==> src/rtl/sid_audio_pkg.sv <==
// Shared types and constants for the SID audio I2S output stage.
// SID_AUDIO_PEAK_EN enables the peak meter in sid_audio_i2s.
package sid_audio_pkg;

    typedef logic signed [15:0] sample_t;

    localparam int I2S_SLOT_BITS  = 16;
    localparam int I2S_FRAME_BITS = 32;

    typedef enum logic {
        SER_IDLE,
        SER_RUN
    } ser_state_t;

    // -32768 has no positive counterpart, so clamp it
    function automatic logic [15:0] sat_abs(input sample_t s);
        logic [15:0] r;
        if (s == 16'sh8000)
            r = 16'h7fff;
        else if (s < 0)
            r = 16'(-s);
        else
            r = 16'(s);
        return r;
    endfunction

endpackage

==> src/rtl/sid_audio_fifo.sv <==
// Small synchronous sample FIFO with registered occupancy count.
// Push while full is ignored unless a pop frees the slot in the same cycle.
module sid_audio_fifo
    import sid_audio_pkg::*;
#(
    parameter int DEPTH = 4
) (
    input  logic    clk,
    input  logic    n_reset,
    input  logic    push,
    input  sample_t wdata,
    input  logic    pop,
    output sample_t rdata,
    output logic    full,
    output logic    empty
);

    localparam int AW = $clog2(DEPTH);

    sample_t        mem [DEPTH];
    logic [AW-1:0]  wp;
    logic [AW-1:0]  rp;
    logic [AW:0]    cnt;
    logic           do_push;
    logic           do_pop;

    assign full    = (cnt == (AW+1)'(DEPTH));
    assign empty   = (cnt == '0);
    assign do_pop  = pop && !empty;
    assign do_push = push && (!full || do_pop);
    assign rdata   = mem[rp];

    always_ff @(posedge clk or negedge n_reset) begin
        if (!n_reset) begin
            wp  <= '0;
            rp  <= '0;
            cnt <= '0;
            for (int i = 0; i < DEPTH; i++)
                mem[i] <= '0;
        end else begin
            if (do_push) begin
                mem[wp] <= wdata;
                wp      <= wp + 1'b1;
            end
            if (do_pop)
                rp <= rp + 1'b1;
            if (do_push && !do_pop)
                cnt <= cnt + 1'b1;
            else if (do_pop && !do_push)
                cnt <= cnt - 1'b1;
        end
    end

endmodule

==> src/rtl/sid_audio_i2s.sv <==
// SID mixer output stage: box-car decimator, sample FIFO and 16-bit I2S serialiser.
// Define SID_AUDIO_PEAK_EN to add the peak |sample| meter output.
module sid_audio_i2s
    import sid_audio_pkg::*;
#(
    parameter int DECIM_LOG2 = 5,
    parameter int BCLK_DIV   = 8,
    parameter int FIFO_DEPTH = 4
) (
    input  logic        clk,
    input  logic        n_reset,
    input  logic        clk_en,
    input  logic [15:0] audio_in,
    input  logic        clr_status,
    output logic        i2s_bclk,
    output logic        i2s_lrclk,
    output logic        i2s_sdata,
    output logic        underrun,
`ifdef SID_AUDIO_PEAK_EN
    output logic        overflow,
    output logic [15:0] peak
`else
    output logic        overflow
`endif
);

    localparam int ACC_W = 16 + DECIM_LOG2;
    localparam int DIV_W = $clog2(BCLK_DIV);

    logic signed [ACC_W-1:0] acc;
    logic signed [ACC_W-1:0] acc_sum;
    logic signed [ACC_W-1:0] acc_avg;
    logic [DECIM_LOG2-1:0]   tick;
    logic                    dec_push;
    sample_t                 dec_sample;

    assign acc_sum    = acc + {{DECIM_LOG2{audio_in[15]}}, audio_in};
    assign acc_avg    = acc_sum >>> DECIM_LOG2;
    assign dec_sample = acc_avg[15:0];
    assign dec_push   = clk_en && (&tick);

    always_ff @(posedge clk or negedge n_reset) begin
        if (!n_reset) begin
            acc  <= '0;
            tick <= '0;
        end else if (clk_en) begin
            acc  <= dec_push ? '0 : acc_sum;
            tick <= tick + 1'b1;
        end
    end

    sample_t fifo_rdata;
    logic    fifo_full;
    logic    fifo_empty;
    logic    frame_start;
    logic    pop;

    assign pop = frame_start && !fifo_empty;

    sid_audio_fifo #(
        .DEPTH (FIFO_DEPTH)
    ) u_fifo (
        .clk     (clk),
        .n_reset (n_reset),
        .push    (dec_push),
        .wdata   (dec_sample),
        .pop     (pop),
        .rdata   (fifo_rdata),
        .full    (fifo_full),
        .empty   (fifo_empty)
    );

    logic [DIV_W-1:0] div;
    logic             div_wrap;
    logic             fall;

    assign div_wrap = (div == DIV_W'(BCLK_DIV - 1));
    assign fall     = div_wrap && i2s_bclk;

    always_ff @(posedge clk or negedge n_reset) begin
        if (!n_reset) begin
            div      <= '0;
            i2s_bclk <= 1'b0;
        end else if (div_wrap) begin
            div      <= '0;
            i2s_bclk <= !i2s_bclk;
        end else begin
            div <= div + 1'b1;
        end
    end

    ser_state_t state;
    ser_state_t state_nxt;
    logic [4:0] b_cnt;
    logic [4:0] b_nxt;
    logic [3:0] sidx;
    logic       bit_adv;
    sample_t    held;

    always_ff @(posedge clk or negedge n_reset) begin
        if (!n_reset)
            state <= SER_IDLE;
        else
            state <= state_nxt;
    end

    always_comb begin
        state_nxt = state;
        unique case (state)
            SER_IDLE: if (fall) state_nxt = SER_RUN;
            SER_RUN:  state_nxt = SER_RUN;
            default:  state_nxt = SER_IDLE;
        endcase
    end

    // IDLE parks b at 31 so the first fall event opens a frame
    always_comb begin
        bit_adv     = 1'b0;
        frame_start = 1'b0;
        unique case (state)
            SER_IDLE: begin
                bit_adv     = fall;
                frame_start = fall;
            end
            SER_RUN: begin
                bit_adv     = fall;
                frame_start = fall && (&b_cnt);
            end
            default: ;
        endcase
    end

    // held[-b mod 16]: b=1..15 -> bits 15..1, b=0/16 -> old LSB
    assign b_nxt = b_cnt + 5'd1;
    assign sidx  = 4'd0 - b_nxt[3:0];

    always_ff @(posedge clk or negedge n_reset) begin
        if (!n_reset) begin
            b_cnt     <= 5'd31;
            i2s_lrclk <= 1'b0;
            i2s_sdata <= 1'b0;
            held      <= '0;
        end else if (bit_adv) begin
            b_cnt     <= b_nxt;
            i2s_lrclk <= b_nxt[4];
            i2s_sdata <= held[sidx];
            if (pop)
                held <= fifo_rdata;
        end
    end

    logic set_ur;
    logic set_ov;

    assign set_ur = frame_start && fifo_empty;
    assign set_ov = dec_push && fifo_full && !pop;

    always_ff @(posedge clk or negedge n_reset) begin
        if (!n_reset) begin
            underrun <= 1'b0;
            overflow <= 1'b0;
        end else begin
            underrun <= set_ur || (underrun && !clr_status);
            overflow <= set_ov || (overflow && !clr_status);
        end
    end

`ifdef SID_AUDIO_PEAK_EN
    logic [15:0] mag;

    assign mag = sat_abs(fifo_rdata);

    always_ff @(posedge clk or negedge n_reset) begin
        if (!n_reset)
            peak <= '0;
        else if (frame_start) begin
            if (pop && (mag > peak))
                peak <= mag;
            else
                peak <= peak - (peak >> 8);
        end
    end
`endif

endmodule

==> config.mk <==
export PLATFORM = sky130hd
export DESIGN_NAME = sid_audio_i2s
export DESIGN_NICKNAME = d
export VERILOG_FILES = /design/src/rtl/sid_audio_pkg.sv /design/src/rtl/sid_audio_fifo.sv /design/src/rtl/sid_audio_i2s.sv
export SDC_FILE = /design/constraint.sdc
export NUM_CORES = 1
export LEC_CHECK = 0
export CAP_MARGIN = 10
export CORE_MARGIN = 4
export CORE_UTILIZATION = 48
export CTS_BUF_LIST = sky130_fd_sc_hd__clkbuf_16
export DETAILED_ROUTE_END_ITERATION = 16
export GPL_TIMING_DRIVEN = 0
export PLACE_DENSITY = 0.72
export SYNTH_ARGS = -nofsm -noshare
export SYNTH_HDL_FRONTEND = slang
export SYNTH_SLANG_ARGS = --single-unit
==> constraint.sdc <==
create_clock -name clk -period 4.1 [get_ports clk]
set_clock_uncertainty 0.1 [all_clocks]
set_input_delay 0.41 -clock clk [delete_from_list [all_inputs] [get_ports clk]]
set_output_delay 0.41 -clock clk [all_outputs]
set_load 0.02 [all_outputs]
==> flow_summary.toml, run 1 <==
[global_routing]
antenna_found_initial = 0
met2_usage_pct = 33.64
grt_use_total_pct = 19.73
grt.busiest_layer = "met2"
grt_max_degree = 100
met3_usage_pct = 4.483
grt_pass1_vias = 4721
grt_pass1_wl_um = 22870
use_met1_pct = 25.11
grt-ovfl-total = 0

[detailed_routing]
post_drt_wl_per_cell_um = 17.47
via_count = 4431
drt-vias-per-instance = 5.681
initialDrtViolationCount = 264
drc = 0
antenna_left = 0
wl_um = 13630
firstDrtPassIters = 4

[synth]
yosys.area_share.simple_pct = 9.069
yosysWarnings = 0
ys_ff_latch = 127
synth-edff-count = 0
synth_common_cells = "dfrtp_1 (122), nand2_1 (87), o21ai_0 (60)"
yosysMostFrequentCell = "dfrtp_1"
synth.avg_cell_area_um2 = 11.57
synth_top_cell_area_share_pct = 47.90
synth_xor_area_share_pct = 4.672
ys_top_cells_by_area = "dfrtp_1 (48%), mux4_2 (7.1%), ha_1 (6.3%), mux2_2 (5.1%), nand2_1 (5.1%)"
synthAdderAreaFrac_pct = 6.910
postSynth.asyncResetShare_pct = 100.0
synth_top_family_by_area = "compound AO/OA/AOI/OAI gates"
synthMuxAreaShare_pct = 12.50
syn_area_mm2 = 0.006374
synth_compound_area_share_pct = 14.72
synth_seq_area_share_pct = 49.96
ys.flop_type = "dfrtp_1"
ys_types = 55
syn_inst = 551
synth_top_area_cell = "dfrtp_1"
syn-num-nets = 605

[timing]
setup_viol = 0
worstMarginPinSlew_ns = 0.6454
hold_viol_final = 0
period_minus_slack_ns = 3.288
setup_tns_ns = 0
rsz0062_at_grt = "false"
max_freq_mhz = 304.1
setup_ws_ns = 0.8118
maxSlewViolCount = 0
max-slew-margin-rel_pct = 56.98
period_share_pct = 80.20

[placed_design]
dpl-instance-area_mm2 = 0.006858
routabilityCongestion = 0.8751
dp.cells = 748
pre_cts_slack_ns = 0.7598
hpwl_um = 9670
portBuffers = 24

[floorplan]
core_area_mm2 = 0.01282
initial_utilization_pct = 49.70
chipHeight_um = 123.2
die_x_um = 123.2
die_area_mm2 = 0.01519
rows = 41
io_pins = 25

[critical_path]
arrival_ns = 3.48
reg2reg_depth = 11
cp-start-kind = "flop"
ff2ff_setup_slack_ns = 0.81
timing.rr.end = "u_fifo.cnt[1]"
cp_max_fo = 10
r2r-start = "b_cnt[1]"
endpoint_kind = "flop"
path_class = "flop to flop"
crit_required_ns = 4.29

[clocking]
cts_setup_buffers = 0
numCtsBuffers = 17
cts_resized = 0
cts.sinks = 127
cts_tree = "built"
clockBufferDepth = 2
h-tree-depth = 4
holdBufCountCts = 1
clkLatencyLatePin_ns = 0.41
cts_root_buffer = "clkbuf_16"
clkTransAtPathRegs_ns = 0.05

[run_status]
run_status = "complete, no violations"

[layout]
multi_input_area_mm2 = 0.003052
nFillCells = 1060
n_antenna_cell = 0
area_growth_pct = 15.82
postLayoutCellArea_mm2 = 0.007382
seqCellArea_mm2 = 0.003184
fin_nets = 650
drive_above_1_share_pct = 16.94
final_cell_count_no_fill = 780

[hold_path]
holdCritPathClass = "input port to async pin"

[pwr]
p_leak_nw = 3.292
vdd_drop_max_uv = 324.5
p_per_area_mw_per_mm2 = 621.5
p_total_mw = 4.588

[run]
drv_cap = 0
-- how the worst max path moves through the flow --
stage | slack [ns] | cells past startpoint | end | start
3_5_place_dp | 0.76 | 11 | u_fifo.cnt[1] | b_cnt[1]
2_1_floorplan | 1.12 | 11 | u_fifo.cnt[1] | b_cnt[1]
6_report | 0.81 | 11 | u_fifo.cnt[1] | b_cnt[1]
4_1_cts | 0.77 | 11 | u_fifo.cnt[1] | b_cnt[1]
3_3_place_gp | -2.24 | 1 | tick[1] | n_reset
5_1_grt | 0.59 | 11 | u_fifo.cnt[1] | b_cnt[1]
-- registers in the layout (all words and copies together) (netlist names), 2 cells and up --
register	flops
b_cnt	5
u_fifo.mem	64
u_fifo.rp	2
u_fifo.cnt	3
div	3
tick	5
held	16
u_fifo.wp	2
acc	21
-- cells by family (layout without fill, tap and decap cells) --
| kind of cell | count (synthesis) | in the layout |
|---|---|---|
| AND/OR/NAND/NOR | 131 | 131 |
| adder cells (fa/ha/maj) | 34 | 34 |
| XOR/XNOR | 34 | 34 |
| buffers and inverters | 35 | 92 |
| AO/OA/AOI/OAI | 139 | 139 |
| multiplexers | 51 | 51 |
| flip-flops | 127 | 127 |
-- cell type report --
cell class	count	share of cell area [%]
inverter	12	0.6102
clock inverter	14	1.203
clock buffer	17	5.763
tap	172	2.915
timing repair buffer	26	3.780
buffer	23	1.254
multi-input combinational	389	41.34
sequential	127	43.14
-- cells in the final DEF, fill, tap and decap left out, drive strengths merged, types with 8 or more instances in the layout --
cell / count
dfrtp: 122
a21oi: 26
mux4: 20
xnor2: 20
nand2: 87
o2bb2ai: 13
inv: 17
mux2: 29
nor2: 12
ha: 32
xor2: 14
buf: 8
o21ai: 64
clkbuf: 34
clkdlybuf4s50: 23
-- where the power goes --
group	internal, mW	switching, mW
logic	0.630	0.922
clock network	0.806	0.517
registers	1.53	0.181
-- routing by layer --
layer / wire (um) / share of wire, %
met2: 7098 / 52
met5: 0 / 0
met1: 5930 / 44
met4: 113 / 0.83
met3: 483 / 3.5
-- stage by stage --
stage,util [%],hold WS (ns)
floorplan,-,0.01441
global placement,53.25,0.3152
detailed placement,53.47,0.1990
CTS,57.56,0.3244
global route,57.56,0.3476
finish,57.56,0.3359
-- critical path: stages, from the launching register on --
cell,delay (ns)
dfstp_2,0.57
ha_1,0.26
and3_1,0.19
ha_1,0.16
o21ai_2,0.11
nor2_2,0.40
buf_2,0.34
inv_1,0.07
ha_1,0.23
inv_1,0.08
fa_1,0.40
mux2_2,0.26
(Power assumes the default switching activity.)
==> run 2, diff against run 1 <==
- clock period: 4.1 -> 3.1 ns (I/O delays scaled with it)
==> run 2 against run 1 <==
Against the previous run:
- non-clock buffer count is 1 higher
- fmax rose by 12%
- sequential power up 33%
- critical path type unchanged
- final area is 0.31% higher
- critical endpoint is now u_fifo.cnt[2]
- critical path depth is the same
- register-to-register slack lost 0.64 ns
==> flow_summary.toml, run 2 (same netlist as run 1, synthesis figures left out) <==
[floorplan]
die_area_mm2 = 0.01519
core_area_mm2 = 0.01282
chipHeight_um = 123.2
rows = 41
initial_utilization_pct = 49.70
die_x_um = 123.2
io_pins = 25

[detailed_routing]
wl_um = 13590
drc = 0
via_count = 4454
antenna_left = 0
post_drt_wl_per_cell_um = 17.40
drt-vias-per-instance = 5.703
firstDrtPassIters = 4
initialDrtViolationCount = 276

[run]
drv_cap = 0

[timing]
period_minus_slack_ns = 2.926
hold_ws_ns = 0.2368
worstMarginPinSlew_ns = 0.6463
rsz0062_at_grt = "false"
max-slew-margin-rel_pct = 56.92
max_freq_mhz = 341.8
period_share_pct = 94.38
maxSlewViolCount = 0
setup_viol = 0
hold_viol_final = 0

[pwr]
p_leak_nw = 3.298
p_int_mw = 3.926
swShare_pct = 35.18
switchingPower_mw = 2.130
clkPwrFrac_pct = 28.8
vdd_drop_max_uv = 429.6
p_per_area_mw_per_mm2 = 817.9
combPwrFrac_pct = 33.8
p_seq_share_pct = 37.4

[run_status]
run_status = "complete, no violations"

[layout]
layout_common_cells = "dfrtp_1 (122), nand2_1 (87), o21ai_0 (60), ha_1 (32), mux2_2 (29)"
nFillCells = 1057
layout_top_registers = "u_fifo.mem (64), acc (21), held (16)"
drive_above_1_share_pct = 17.08
fin_nets = 651
largest_register = "u_fifo.mem"
largest_register_ffs = 64
postLayoutCellArea_mm2 = 0.007405
n_antenna_cell = 0
final_common_cell = "dfrtp_1"
area_growth_pct = 16.18

[critical_path]
arrival_ns = 3.15
crit_required_ns = 3.33
cp-start-kind = "flop"
path_class = "flop to flop"
endpoint_kind = "flop"
cp_max_fo = 8

[placed_design]
hpwl_um = 9670
portBuffers = 24
dpl-instance-area_mm2 = 0.006858
routabilityCongestion = 0.8751

[clocking]
clockBufferDepth = 2
cts_tree = "built"
h-tree-depth = 4
clkLatencyLatePin_ns = 0.41
numCtsBuffers = 17
clkTransAtPathRegs_ns = 0.05
cts.sinks = 127
cts_root_buffer = "clkbuf_16"

[global_routing]
grt_max_degree = 100
grt_use_total_pct = 19.74
antenna_found_initial = 0
grt-ovfl-total = 0
grt_pass1_vias = 4722
grt_pass1_wl_um = 22880

[hold_path]
holdCritPathClass = "input port to async pin"
==> run 2: cell count changes in the layout (fill, tap and decap cells not counted), sizes merged <==
| cell | before | now |
|---|---|---|
| buf | 8 | 9 |
==> run 2: repair_timing <==
action | in CTS | in global routing
hold buffers | 1 | 0
buffers inserted | 0 | 1
pin swaps | 1 | 1
endpoints found under the hold margin | 28 | 0
endpoints found under the setup margin | 2 | 2
gates resized for setup | 2 | 1
==> run 2: critical path, cell delays in order, from the launching register on <==
cell and delay [ns]:
dfstp_2 0.57, ha_1 0.26, and3_1 0.19, ha_1 0.19
o21ai_4 0.11, a31oi_4 0.30, ha_1 0.25, inv_1 0.06
fa_1 0.37, xor2_1 0.17, nor2_1 0.11, xor2_1 0.17
==> run 2: power by group through the flow <==
stage,sequential [mW],clock (mW),combinational [mW]
finish,2.27,1.74,2.05
global route,2.31,1.85,2.32
CTS,2.26,1.78,2.06
detailed placement,2.28,0,2.04
global placement,2.25,0,1.95
floorplan,2.21,0,1.55
==> run 2: area by class of cell <==
class	instances	area (um2)	share of cell area, %
timing repair buffer	27	286.5	3.870
inverter	12	45.04	0.6083
buffer	23	95.09	1.284
tap	172	215.2	2.906
clock inverter	14	88.84	1.200
sequential	127	3184	43.00
clock buffer	17	425.4	5.745
multi-input combinational	389	3064	41.38
==> run 2: layer usage <==
layer	GRT usage (%)	vias to the layer above	routed length, um
met1	25.14	2282	5769
met2	33.64	86	7088
met4	6.159	0	148
li1	-	2074	-
met5	0	-	0
met3	4.483	12	586
==> run 2: path summary, 6_finish.rpt <==
path                           from             to  slack [ns]  cells past startpoint
max in group asynchronous   n_reset        tick[3]        1.92                      3
setup / recovery           b_cnt[1]  u_fifo.cnt[2]        0.17                     11
min in group clk             div[0]         div[0]        0.34                      1
setup reg to reg           b_cnt[1]  u_fifo.cnt[2]        0.17                     11
hold reg to reg              div[0]         div[0]        0.34                      1
hold / removal              n_reset      i2s_lrclk        0.24                      2
==> run 2: per-stage QoR <==
step / power, mW / TNS [ns] / util, % / cells / worst slack [ns]
final: 6.056 / 0 / 57.74 / 781 / 0.1743
after detailed placement: 4.329 / -0.4001 / 53.47 / 748 / -0.2402
after global routing: 6.475 / 0 / 57.74 / 781 / 0.005692
after CTS: 6.106 / 0 / 57.62 / 780 / 0.02085
after global placement: 4.205 / -389.47 / 53.25 / 747 / -3.136
after floorplan: 3.766 / 0 / - / 551 / 0.1212
